<file path="src/rtl/radix4_divider.sv">
// Sequential radix-4 digit-recurrence divider.
// A 2N-bit unsigned dividend is divided by an N-bit unsigned divisor.
// Each clock retires one quotient digit (0..3) by comparing the partial
// remainder against the precomputed multiples D, 2D and 3D.
module radix4_divider #(
    parameter int N = 7
) (
    input  logic             clk,
    input  logic             rst,
    input  logic             start,
    input  logic [2*N-1:0]   dividend,
    input  logic [N-1:0]     divisor,
    output logic             busy,
    output logic             done,
    output logic [2*N-1:0]   quotient,
    output logic [N-1:0]     remainder,
    output logic             div_by_zero
);

    localparam int CW = (N > 1) ? $clog2(N) : 1;

    typedef enum logic [1:0] {
        IDLE = 2'd0,
        CALC = 2'd1,
        DONE = 2'd2
    } state_t;

    state_t         state_reg, state_next;
    logic [2*N-1:0] dvd_reg;          // dividend shift register, MSBs consumed first
    logic [2*N-1:0] acc_reg;          // quotient accumulator
    logic [N-1:0]   d_reg;            // divisor D
    logic [N+1:0]   d3_reg;           // 3D, precomputed at accept time
    logic [N-1:0]   r_reg;            // partial remainder, always < D
    logic [CW-1:0]  cnt_reg;
    logic [2*N-1:0] quotient_reg;
    logic [N-1:0]   remainder_reg;
    logic           dbz_reg;

    logic           accept;
    logic           last_iter;
    logic [N+1:0]   t_val;
    logic [N+1:0]   mult [1:3];
    logic [3:1]     ge;
    logic [1:0]     digit;
    logic [N+1:0]   sub_val;
    logic [N-1:0]   r_new;

    // A new request is only taken when not iterating.
    assign accept    = start && (state_reg != CALC);
    assign last_iter = (cnt_reg == CW'(N - 1));

    // Trial value: remainder with the next two dividend bits shifted in.
    assign t_val   = {r_reg, dvd_reg[2*N-1 -: 2]};
    assign mult[1] = {2'b00, d_reg};
    assign mult[2] = {1'b0, d_reg, 1'b0};
    assign mult[3] = d3_reg;

    // One comparator per divisor multiple.
    generate
        for (genvar gi = 1; gi <= 3; gi++) begin : g_cmp
            assign ge[gi] = (t_val >= mult[gi]);
        end
    endgenerate

    // Pick the largest multiple not exceeding the trial value.
    always_comb begin
        digit   = 2'd0;
        sub_val = '0;
        if (ge[3]) begin
            digit   = 2'd3;
            sub_val = mult[3];
        end else if (ge[2]) begin
            digit   = 2'd2;
            sub_val = mult[2];
        end else if (ge[1]) begin
            digit   = 2'd1;
            sub_val = mult[1];
        end
    end

    // Result fits in N bits because T < 4D and the chosen multiple leaves < D.
    assign r_new = N'(t_val - sub_val);

    // State register.
    always_ff @(posedge clk) begin
        if (rst) begin
            state_reg <= IDLE;
        end else begin
            state_reg <= state_next;
        end
    end

    // Next-state logic; a zero divisor short-circuits straight to DONE.
    always_comb begin
        state_next = state_reg;
        unique case (state_reg)
            IDLE, DONE: begin
                if (start) begin
                    state_next = (divisor == '0) ? DONE : CALC;
                end else begin
                    state_next = IDLE;
                end
            end
            CALC: begin
                if (last_iter) begin
                    state_next = DONE;
                end
            end
            default: state_next = IDLE;
        endcase
    end

    // Datapath: operand capture, one digit per CALC edge, result load on DONE entry.
    always_ff @(posedge clk) begin
        if (rst) begin
            dvd_reg       <= '0;
            acc_reg       <= '0;
            d_reg         <= '0;
            d3_reg        <= '0;
            r_reg         <= '0;
            cnt_reg       <= '0;
            quotient_reg  <= '0;
            remainder_reg <= '0;
            dbz_reg       <= 1'b0;
        end else if (accept) begin
            if (divisor != '0) begin
                dvd_reg <= dividend;
                d_reg   <= divisor;
                d3_reg  <= {2'b00, divisor} + {1'b0, divisor, 1'b0};
                r_reg   <= '0;
                acc_reg <= '0;
                cnt_reg <= '0;
            end else begin
                quotient_reg  <= '1;
                remainder_reg <= '0;
                dbz_reg       <= 1'b1;
            end
        end else if (state_reg == CALC) begin
            dvd_reg <= {dvd_reg[2*N-3:0], 2'b00};
            acc_reg <= {acc_reg[2*N-3:0], digit};
            r_reg   <= r_new;
            cnt_reg <= cnt_reg + 1'b1;
            if (last_iter) begin
                quotient_reg  <= {acc_reg[2*N-3:0], digit};
                remainder_reg <= r_new;
                dbz_reg       <= 1'b0;
            end
        end
    end

    assign busy        = (state_reg == CALC);
    assign done        = (state_reg == DONE);
    assign quotient    = quotient_reg;
    assign remainder   = remainder_reg;
    assign div_by_zero = dbz_reg;

endmodule

</file>
<file path="config.mk">
export PLATFORM = sky130hd
export DESIGN_NAME = radix4_divider
export DESIGN_NICKNAME = d
export VERILOG_FILES = /design/src/rtl/radix4_divider.sv
export SDC_FILE = /design/constraint.sdc
export NUM_CORES = 1
export LEC_CHECK = 0
export CORE_UTILIZATION = 51
export DETAILED_ROUTE_END_ITERATION = 12
export GPL_TIMING_DRIVEN = 0
export HOLD_SLACK_MARGIN = 0.12
export PLACE_DENSITY = 0.77
export SETUP_SLACK_MARGIN = 0.3
export SYNTH_ARGS = -nofsm -noshare
export SYNTH_HDL_FRONTEND = slang
export SYNTH_SLANG_ARGS = --single-unit
</file>
<file path="constraint.sdc">
create_clock -name clk -period 3.46 [get_ports clk]
set_input_delay 0.519 -clock clk [delete_from_list [all_inputs] [get_ports clk]]
set_output_delay 0.519 -clock clk [all_outputs]
set_load 0.005 [all_outputs]
</file>
==> Word-level counts from Yosys, hierarchy flattened <==
Index checks and enable logic that the tools add are counted.
{ "op_classes": {"n_addsub": 3, "n_lt_le_gt_ge": 3, "eq_ne": 7, "muxes": 34, "n_reduce_logical": 10} }
{ "ops": {"columns": ["op", "n"], "rows": [
  ["$mux W14", 7],
  ["$mux W7", 10],
  ["$mux W12", 3],
  ["$mux W2", 5],
  ["$add A7 B8 Y9", 1],
  ["$ge A9 B7 Y1", 1],
  ["$ge A9 B8 Y1", 1],
  ["$ge A9 B9 Y1", 1],
  ["$mux W3", 3],
  ["$logic_not A7 Y1", 1],
  ["$reduce_bool A7 Y1", 1],
  ["$sub A7 B7 Y7", 1],
  ["$ne A2 B1 Y1 const B", 3],
  ["$mux W1", 5],
  ["$pmux W2 S2", 1],
  ["$reduce_and A2 Y1", 2],
  ["$reduce_bool A2 Y1", 2],
  ["$add A3 B1 Y3 const B", 1],
  ["$eq A3 B3 Y1 const B", 1],
  ["$reduce_and A3 Y1", 1],
  ["$eq A2 B1 Y1 const B", 1],
  ["$eq A2 B2 Y1 const B", 1],
  ["$logic_not A2 Y1", 1],
  ["$ne A2 B2 Y1 const B", 1],
  ["2 further kinds", 2]
]} }
{ "totals": {"reg_bits": 76, "out_inout_bits": 24} }

==> Longest topological paths before layout <==
{ "depth": {"word_depth": 8, "mapped_depth": 19, "mapped_depth_nobuf": 18} }

==> Worst setup path before layout <==
No wires, ideal clock.
{ "synth_path": {"path_type": "reg-to-reg", "startpoint": "register dvd_reg[13]", "endpoint": "register r_reg[6]", "arrival_ns": 3.250, "t_required_ns": 3.321, "setup_slack_ns": 0.071, "path_stages_with_launch": 20, "path_buffers": 1, "period_less_slack_ns": 3.389, "cell_sequence": "dfxtp_1 > inv_1 > ha_1 > and4b_1 > a2bb2oi_1 > a21o_1 > and2_1 > buf_6 > a21oi_1 > nor2b_1 > ha_1 > inv_1 > fa_1 > a211oi_2 > o21bai_1 > a21oi_2 > xnor2_2 > xnor2_2 > a32oi_1 > o221ai_1"} }
{ "synth_between": {"elab_chain_len": 7, "elab_cells_between_ends": 9, "cone_classes": "1 x add/sub; 3 x order compare; 5 x mux"} }
{ "synth_lines": {"columns": ["item", "line_no", "rtl"], "rows": [
  ["start: declaration", "29", "logic [2*N-1:0] dvd_reg;"],
  ["start signal: assignment", "127", "dvd_reg <= dividend;"],
  ["start signal: assignment", "139", "dvd_reg <= {dvd_reg[2*N-3:0], 2'b00};"],
  ["$ge A9 B7 Y1", "61", "assign ge[gi] = (t_val >= mult[gi]);"],
  ["$mux W7", "75", "end else if (ge[1]) begin"],
  ["$mux W7", "72", "end else if (ge[2]) begin"],
  ["$mux W7", "69", "if (ge[3]) begin"],
  ["$sub A7 B7 Y7 (*)", "82", "assign r_new = N'(t_val - sub_val);"],
  ["$mux W7 (*)", "138", "end else if (state_reg == CALC) begin"],
  ["$mux W7 (*)", "125", "end else if (accept) begin"],
  ["end signal: assignment", "141", "r_reg <= r_new;"],
  ["end: declaration", "33", "logic [N-1:0] r_reg;"]
]} }
Every way passes the cells marked *; elsewhere a longest branch is shown, timed or not. The select of a mux whose other input is x is not followed.
A chain may end at the register's enable or synchronous reset.

==> Worst setup path in the final report <==
Ends and elaborated chain as after synthesis.

==> summary.txt <==
Status
  – Run status: complete, no violations

Synthesis
  – Yosys top cell area share: 37.3%
  – Mapped Area: around 0.0040 mm²
  – Synth unique cells: 48
  – Syn Area/Cell: 8.15 µm²
  – Synth top area cells: dfxtp_1, ha_1, nor2_1
  – Post-Syn Instances: 494
  – Syn Nets: 561
  – Synth Register Bits: 75
  – Yosys top cell by area: dfxtp_1
  – Register area share after synthesis: 37.3%
  – Yosys synthesis warning count: 0

Critical path
  – Crit path cell chain: inv_4 -> ha_4 -> and4b_1 -> a2bb2oi_2 -> a21o_1 -> and2_4 -> buf_6 -> a21oi_4 -> nor2b_1 -> ha_2 -> inv_2 -> fa_2 -> a211oi_2 -> o21bai_1 -> a21oi_2 -> xnor2_2 -> xnor2_2 -> a32oi_1 -> o221ai_1
  – R2R Path End: r_reg[6]$_SDFFE_PP0P_
  – Worst Setup Start Kind: register
  – CP dominant cell by count: xnor2_2
  – CP endpoint kind: register
  – Worst r2r path cells: 19
  – R2R Path Start: dvd_reg[13]$_SDFFE_PP0P_
  – Crit-path slowest cell: dfxtp_4
  – R2r setup slk: about 26 ps
  – Crit path buf inv count: 3
  – Required time of the worst setup path: 3660 ps
  – Peak per-stage delay on the critical path: around 390 ps
  – Arrival time at the worst endpoint: 3630 ps
  – Worst-path fanout max: 5
  – Crit-path leading delay family: compound AO/OA/AOI/OAI gates
  – Crit path kind: reg -> reg

Layout
  – Final core utilization: 70.7%
  – Most frequent cells in the layout: nor2_1, nand2_1, dfxtp_1, clkdlybuf4s50_1, a21oi_1
  – Antenna Cells: 0
  – Layout cells sized above 1: a little over a fifth
  – Layout area overhead: 35.0%
  – # nets final: ~660
  – Commonest non-fill, non-tap cell in the layout: nor2_1

Timing
  – Count of final setup violators: 0
  – Pins over their slew limit: 0
  – Final Cycle Share: approximately 100%
  – Fin Clk Skew: 9.45 ps
  – Period minus WS final: around 3400 ps
  – RSZ-0062 raised after global routing: true
  – Final hold vios: 0
  – Fin worst setup slack: 25.6 ps
  – Fmax: about 0.29 GHz
  – Worst Tran Pin Value: 613 ps
  – Max_slew headroom: 59.2%

Clock network
  – Clk_lat worst skew: 340 ps
  – CTS Hold Buffers Added: 0
  – Inserted Clock Buffers: 9
  – Clk pin slew, worst setup/hold paths: 80 ps
  – CTS tree: built
  – CTS root buffer: clkbuf_8
  – H-Tree Depth: 3
  – Clock sink count: 75
  – Maximum root-to-sink buffer count: 2

Floorplanning
  – Chip width: between 90 and 100 µm
  – Die area: between 0.008 and 0.009 mm²
  – Io pins: 48
  – Row cnt: 32
  – Core area: 0.00769 mm²
  – Die Span Y: 90.8 µm
  – Starting Density: 52.3%

Global route
  – First-pass GRT wire length: around 19 mm
  – GRT overflow: 0
  – Tot GR Track Use: 29.0%
  – Initial antenna violation count: 0
  – Vias in the first global route: 3914
  – Largest net degree at the start of global routing: 13

Placement
  – Routability cong.: around 0.95
  – I/O Buffers: 46
  – Dpl ws: -159 ps
  – Dpl hpwl: 7.71 mm

Route
  – Total number of vias: 3992
  – Via density: 5.74
  – Final antenna-violating net count: 0
  – Final wirelength: around 12 mm
  – First-pass iteration count of the detailed router: 5
  – Initial DRC count: 251
  – Wirelength per Cell: 16.6 µm
  – Remaining DRCs: 0

Power
  – IR drop worst, VDD: between 0.4 and 0.5 mV
  – Pwr dens: 659 mW/mm²
  – Static Leak: between 2 and 2.5 nW

Worst hold path
  – Hold path startpoint: remainder[4]$_SDFFE_PP0P_
  – HP Class: reg -> reg
  – End of the worst hold path: remainder[4]$_SDFFE_PP0P_
  – Hold Crit Depth: 2

Job
  – Maxcap violations: 0
-- worst max path at each step --
stage,start,end,slack [ps],depth (start not counted)
after floorplan,dvd_reg[13]$_SDFFE_PP0P_,r_reg[6]$_SDFFE_PP0P_,210,19
after global placement,dvd_reg[12]$_SDFFE_PP0P_,r_reg[6]$_SDFFE_PP0P_,-80,18
after detailed placement,dvd_reg[12]$_SDFFE_PP0P_,r_reg[6]$_SDFFE_PP0P_,-160,17
after CTS,dvd_reg[13]$_SDFFE_PP0P_,r_reg[6]$_SDFFE_PP0P_,140,19
after global routing,dvd_reg[13]$_SDFFE_PP0P_,r_reg[6]$_SDFFE_PP0P_,-110,19
final,dvd_reg[13]$_SDFFE_PP0P_,r_reg[6]$_SDFFE_PP0P_,30,19
-- worst register-to-register path: cells and delay by family, from the launching register on --
kind / cells / cell delay [ps]
flip-flops: 1 / 390
AND/OR/NAND/NOR: 3 / 500
adder cells (fa/ha/maj): 3 / 740
buffers and inverters: 3 / 200
XOR/XNOR: 2 / 280
AO/OA/AOI/OAI: 8 / 1190
-- timing repair --
item	in CTS	in global routing
pin swaps	34	9
setup endpoints to repair	6	8
gates resized for setup	41	13
buffers inserted	37	2
-- power breakdown --
| group | internal, mW | switching [mW] |
|---|---|---|
| clock | 0.277 | 0.327 |
| sequential | 0.929 | 0.0850 |
| combinational | 0.987 | 0.979 |
-- metrics by stage --
step	TNS (ps)	hold WS [ps]	area (µm²)	power, mW	instances
floorplan	0	432	4150	2.00	494
global route	-218	489	5430	3.77	696
global placement	-155	443	4740	2.25	642
detailed placement	-297	446	4740	2.28	642
CTS	0	458	5360	3.37	694
finish	0	456	5430	3.58	696
-- logic make-up (layout without fill, tap and decap cells) --
logic type / count (synthesis) / after routing / synth area share, %
flops: 75 / 75 / 37.3
buf+inv: 56 / 156 / 5.66
mux: 1 / 1 / 0.249
xor+xnor: 9 / 9 / 2.33
compound gates: 116 / 116 / 19.5
simple gates: 194 / 194 / 21.2
fa+ha+maj: 43 / 43 / 13.7
-- synth_stat cells, drive strengths merged --
cell and n:
nor2 76, dfxtp 75, nand2 62, a21oi 45
ha 41, inv 30, nor3 17, clkbuf 16
a22oi 15, nand3 14, a311oi 12, buf 10
a21o 9, o21ai 8, a211oi 7, nor2b 7
a32oi 5, nand3b 5, xor2 5, nand2b 4
o21bai 4, xnor2 4, o31ai 3, and2 2
fa 2, nand4 2, o221ai 2, a221oi 1
a2bb2oi 1, a31o 1, and3 1, and4b 1
mux2i 1, nand4b 1, nor3b 1, o2111ai 1
o41a 1, o41ai 1, or3 1
-- layout make-up --
type / count / area (µm²)
buffer: 26 / 126
clock buffer: 11 / 141
clock inverter: 4 / 26.3
fill: 612 / 2250
inverter: 30 / 120
multi-input combinational: 363 / 2570
sequential: 75 / 1540
tap: 102 / 128
timing repair buffer: 85 / 776
-- metal layers --
metal  vias to the layer above  global-route usage (%)  part of all wire, %
met3                        33                    4.46                  5.3
met5                         -                       0                    0
li1                       1907                       -                    -
met1                      1905                    35.3                   42
met4                         0                    11.8                  2.9
met2                       147                    50.9                   50
Power figures use the tool's default switching activity.
